### config.mk
export PLATFORM = sky130hd
export DESIGN_NAME = sub_div_seq
export DESIGN_NICKNAME = d
export VERILOG_FILES = /design/src/rtl/sub_div_seq.sv
export SDC_FILE = /design/constraint.sdc
export NUM_CORES = 1
export LEC_CHECK = 0
export BUFFER_PORTS_ARGS = -buffer_cell sky130_fd_sc_hd__clkbuf_2
export CORE_MARGIN = 2
export CORE_UTILIZATION = 34
export CTS_BUF_LIST = sky130_fd_sc_hd__clkbuf_4 sky130_fd_sc_hd__clkbuf_8
export CTS_CLUSTER_SIZE = 8
export DETAILED_ROUTE_END_ITERATION = 6
export GPL_ROUTABILITY_DRIVEN = 0
export SKIP_LAST_GASP = 1
export SYNTH_ARGS = -nofsm -noshare
export SYNTH_HDL_FRONTEND = slang
export SYNTH_SLANG_ARGS = --single-unit
export TNS_END_PERCENT = 10
### constraint.sdc
create_clock -name clk -period 3.4 [get_ports clk]
set_input_delay 0.68 -clock clk [delete_from_list [all_inputs] [get_ports clk]]
set_output_delay 0.68 -clock clk [all_outputs]
set_load 0.02 [all_outputs]
### src/rtl/sub_div_seq.sv
// Sequential 4-bit unsigned restoring divider. Each ITER cycle makes one trial
// subtraction through an external combinational subtractor stage.
module sub_div_seq (
    input  logic       clk,
    input  logic       rst_n,
    input  logic       start,
    input  logic [3:0] dividend,
    input  logic [3:0] divisor,
    output logic       busy,
    output logic       done,
    output logic [3:0] quotient,
    output logic [3:0] remainder,
    output logic       div_zero,
    output logic [3:0] sub_a,
    output logic [3:0] sub_b,
    output logic       sub_c_in,
    input  logic [3:0] sub_s,
    input  logic       sub_c_out,
    output logic [1:0] state_dbg
);

    // Handshake: start is a request pulse that is taken on a rising clk edge
    // only while idle or done; it is ignored while busy. done is a one-cycle
    // pulse, and the results stay valid until the next accepted start.
    typedef enum logic [1:0] {
        S_IDLE = 2'd0,
        S_ITER = 2'd1,
        S_DONE = 2'd2
    } state_t;

    state_t     state;
    state_t     state_next;
    logic [3:0] r_q;
    logic [3:0] a_q;
    logic [3:0] d_q;
    logic [1:0] count_q;
    logic       load;
    logic [4:0] t;
    logic       accept;
    logic [3:0] r_next;
    logic [3:0] a_next;

    assign state_dbg = state;

    always_ff @(posedge clk or negedge rst_n) begin
        if (!rst_n) begin
            state <= S_IDLE;
        end else begin
            state <= state_next;
        end
    end

    always_comb begin
        state_next = state;
        load       = 1'b0;
        busy       = 1'b0;
        done       = 1'b0;
        case (state)
            S_IDLE: begin
                if (start) begin
                    load       = 1'b1;
                    state_next = (divisor == 4'd0) ? S_DONE : S_ITER;
                end
            end
            S_ITER: begin
                busy = 1'b1;
                if (count_q == 2'd0) begin
                    state_next = S_DONE;
                end
            end
            S_DONE: begin
                done = 1'b1;
                if (start) begin
                    load       = 1'b1;
                    state_next = (divisor == 4'd0) ? S_DONE : S_ITER;
                end else begin
                    state_next = S_IDLE;
                end
            end
            default: begin
                state_next = S_IDLE;
            end
        endcase
    end

    // T[4] set means the shifted partial remainder already exceeds any 4-bit
    // divisor, so the trial subtraction is accepted regardless of borrow.
    always_comb begin
        t        = {r_q, a_q[3]};
        sub_a    = busy ? t[3:0] : 4'd0;
        sub_b    = busy ? d_q : 4'd0;
        sub_c_in = 1'b0;
        accept   = t[4] | ~sub_c_out;
        r_next   = accept ? sub_s : t[3:0];
        a_next   = {a_q[2:0], accept};
    end

    always_ff @(posedge clk or negedge rst_n) begin
        if (!rst_n) begin
            r_q       <= 4'd0;
            a_q       <= 4'd0;
            d_q       <= 4'd0;
            count_q   <= 2'd0;
            quotient  <= 4'd0;
            remainder <= 4'd0;
            div_zero  <= 1'b0;
        end else if (load) begin
            r_q     <= 4'd0;
            a_q     <= dividend;
            d_q     <= divisor;
            count_q <= 2'd3;
            if (divisor == 4'd0) begin
                quotient  <= 4'hF;
                remainder <= dividend;
                div_zero  <= 1'b1;
            end else begin
                div_zero  <= 1'b0;
            end
        end else if (busy) begin
            r_q     <= r_next;
            a_q     <= a_next;
            count_q <= count_q - 2'd1;
            if (count_q == 2'd0) begin
                quotient  <= a_next;
                remainder <= r_next;
            end
        end
    end

endmodule
==> results.md <==
* Clock Latency Late Sink at between 0.3 and 0.4 ns
* Post-synth cell types at 24
* Cts hold-fix bufs at 0
* I/O Buffers at 36
* Clk pin slew, worst setup/hold paths at roughly 0.15 ns
* Worst Path Arrival at 1.51 ns
* Sequential share of the synthesized area at 0.509
* Die height at 64.1 um
* CP cell instances: nor2b_1 > buf_4 > and2_1 > clkbuf_2
* Hold Fails Final Rpt at 0
* Synth Flop Type: dfrtp_1
* Max_cap viols at 0
* Core ar. at 0.00342 sq mm
* Wire per inst at 13.7 um
* 1st-iter DRT viols at 30
* Static leakage at 0.745 nW
* Vias in the first global route at 998
* Via count at 997
* Max Fanout on Critical Path at 23
* Syn_area_per_cell at roughly 10 sq um
* Outcome: completed
* Pint at 0.765 mW
* Cts repair resizes at 0
* Fin crit period at 2.19 ns
* Adder-cell area share of the yosys netlist at 0.0102
* Count leader, synth: nand2_1
* EDFF count, synth at 0
* Synth Area in XOR/XNOR at 0
* Synth Instances at 123
* # Post-CTS Setup Buffers at 0
* CTS max path bufs at 2
* Largest net degree at the start of global routing at 26
* HPWL after DPL at 1950 um
* Power Density at 951 mW/mm^2
* Peak VDD IR at 0.430 mV
* Row count at 21
* Switch share at 0.448
* Synth Net Count at 140
* Critical Path Sink Type: output pin
* Post-synth top cells: 26 x nand2_1, 25 x dfrtp_1, 9 x a21oi_1, 8 x and2_1, 6 x buf_2
* Clock skew at 0.0105 ns
* Register bit total from synthesis at 25
* Root Buffer: clkbuf_4
* Max-slew violation count at 0
* Worst slew margin at 0.452
* Crit-path max cell delay at 0.42 ns
* Final Non-Filler Cells at 201
* Clock sink count at 25
* Remaining Overflow, GRT at 0
* DRT Pass-1 Iters at 3
* Compound-gate portion of the synthesized area at 0.137
* Mux contribution to synthesized area at 0.0692
* Layout cell share with drive strength beyond 1 at 0.342
* DRC violations left at 0
* Top-area cell type share of the netlist area at 0.509
* H-tree levels at 1
* Setup violators final at 0
* Period utilization at 0.644
* Antenna diodes at 0
* Syn. warnings at 0
* CTS buffer count at 3
* Synth top area cells: dfrtp_1 51%, nand2_1 7.9%, a2bb2oi_2 4.9%, and2_1 4.1%, a21oi_1 3.7%
* P_sw at 0.620 mW
* Power share of the combinational group at 0.522
* Via-to-Cell Ratio at 4.96
* Post-synth ARST share at 1.00
* HP Class: input pin to async pin
* Slew @ Worst Pin at around 0.8 ns
* Final #Nets at roughly 170
* WP data required at 2.72 ns
* Post-Place Cells at 197
* Total power draw at around 1.4 mW
* WL final at 2750 um
* Area Overhead vs Synth at 18.4%
* Clock power frac at 0.101
* Post-Route Setup TNS at 0 ns
* GRT Overall Usage at 0.145
* Netlist Area Pre-Place at ~0.0012 sq mm
* Die area at 0.00411 sq mm
* Dominant cell type by area after synthesis: dfrtp_1
* Post-Synth Simple-Gate Area at 0.223
* RSZ-0062 raised after global routing: no
* Slowest cell on crit path: dfrtp_1
* Fmax at about 460 MHz
* Largest family of logic cells by synthesized area: simple AND/OR/NAND/NOR gates
* CTS tree: done
* First-pass GRT wire length at 4530 um
* Starting Density at 0.360
* Initial antenna violation count at 0
* Crit path kind: flip-flop to output pin
* Die width at 64.1 um
* Antenna Violating Nets Remaining at 0
* Sequential share of power at 0.377
* Startpoint Class: flip-flop
* Num ports at 38
-- stage by stage --
step	worst slack (ns)	utilization	cell area [sq um]	hold WS, ns
6_report	1.21	0.426	1460	0.334
5_1_grt	1.07	0.426	1460	0.353
4_1_cts	1.20	0.426	1460	0.348
3_5_place_dp	1.36	0.418	1430	0.463
3_3_place_gp	1.42	0.418	1430	0.454
2_1_floorplan	1.49	-	1230	0.384
-- per-layer routing --
metal	global-route usage	part of all wire	up-vias	wire, um
li1	-	-	473	-
met1	0.173	0.45	496	1230
met2	0.250	0.48	26	1320
met3	0.0493	0.066	2	182
met4	0.0346	0.0055	0	15
met5	0	0	-	0
-- sequential cells by signal, summed over array words and instances (netlist names) --
| name | flops |
|---|---|
| quotient | 4 |
| d_q | 4 |
| count_q | 2 |
| remainder | 4 |
| div_zero | 1 |
| state_dbg | 2 |
| r_q | 4 |
| a_q | 4 |
-- cell usage in the layout, fill, tap and decap left out --
master,instances
and2b_1,1
nor3_1,5
dfrtp_1,25
buf_4,1
nor2b_1,2
clkbuf_4,3
nor4_4,1
o22ai_1,1
nand2_2,1
clkbuf_2,36
and2_1,8
a21oi_1,9
nor2_1,5
a2bb2oi_2,4
nand2_1,26
nand2_4,2
mux2_2,4
o21ai_1,4
ha_1,1
a22oi_1,5
conb_1,1
clkinvlp_4,1
inv_1,3
nand2b_1,2
mux2i_1,4
-- final cells by class --
| type | count | area [sq um] |
|---|---|---|
| clock buffers | 3 | 22.5 |
| multi-input cells | 86 | 544 |
| well taps | 46 | 57.6 |
| repair buffers | 37 | 188 |
| inverters | 3 | 11.3 |
| flip-flops and latches | 25 | 626 |
| fillers | 349 | 1960 |
| clock inverters | 1 | 7.51 |
-- critical path, delay by kind of cell, from the launching register on --
kind	cells	cell delay, ns
buffers and inverters	2	0.44
AND/OR/NAND/NOR	2	0.31
flip-flops	1	0.42
-- logic make-up after synthesis --
logic type	count (synthesis)
multiplexers	8
buffers and inverters	12
AND/OR/NAND/NOR	53
adder cells (fa/ha/maj)	1
flip-flops	25
other	1
AO/OA/AOI/OAI	23
-- path summary, 6_finish.rpt --
kind / start / end / slack (ns) / cells past startpoint
min: rst_n / remainder[2] / 0.33 / 1
min reg2reg: count_q[0] / count_q[0] / 0.49 / 1
min in group clk: count_q[0] / count_q[0] / 0.49 / 1
max in group asynchronous: rst_n / d_q[3] / 2.65 / 1
max: state_dbg[0] / sub_b[0] / 1.21 / 4
max reg2reg: state_dbg[0] / remainder[2] / 1.65 / 4
-- power by group through the flow --
stage                     clock, mW  combinational [mW]  sequential (mW)
final                         0.140               0.722            0.522
after global routing          0.159               0.796            0.541
after CTS                     0.144               0.733            0.524
after detailed placement          0               0.726            0.530
after global placement            0               0.712            0.527
after floorplan                   0               0.480            0.580
Note: power is estimated with default switching activity, not from simulation.
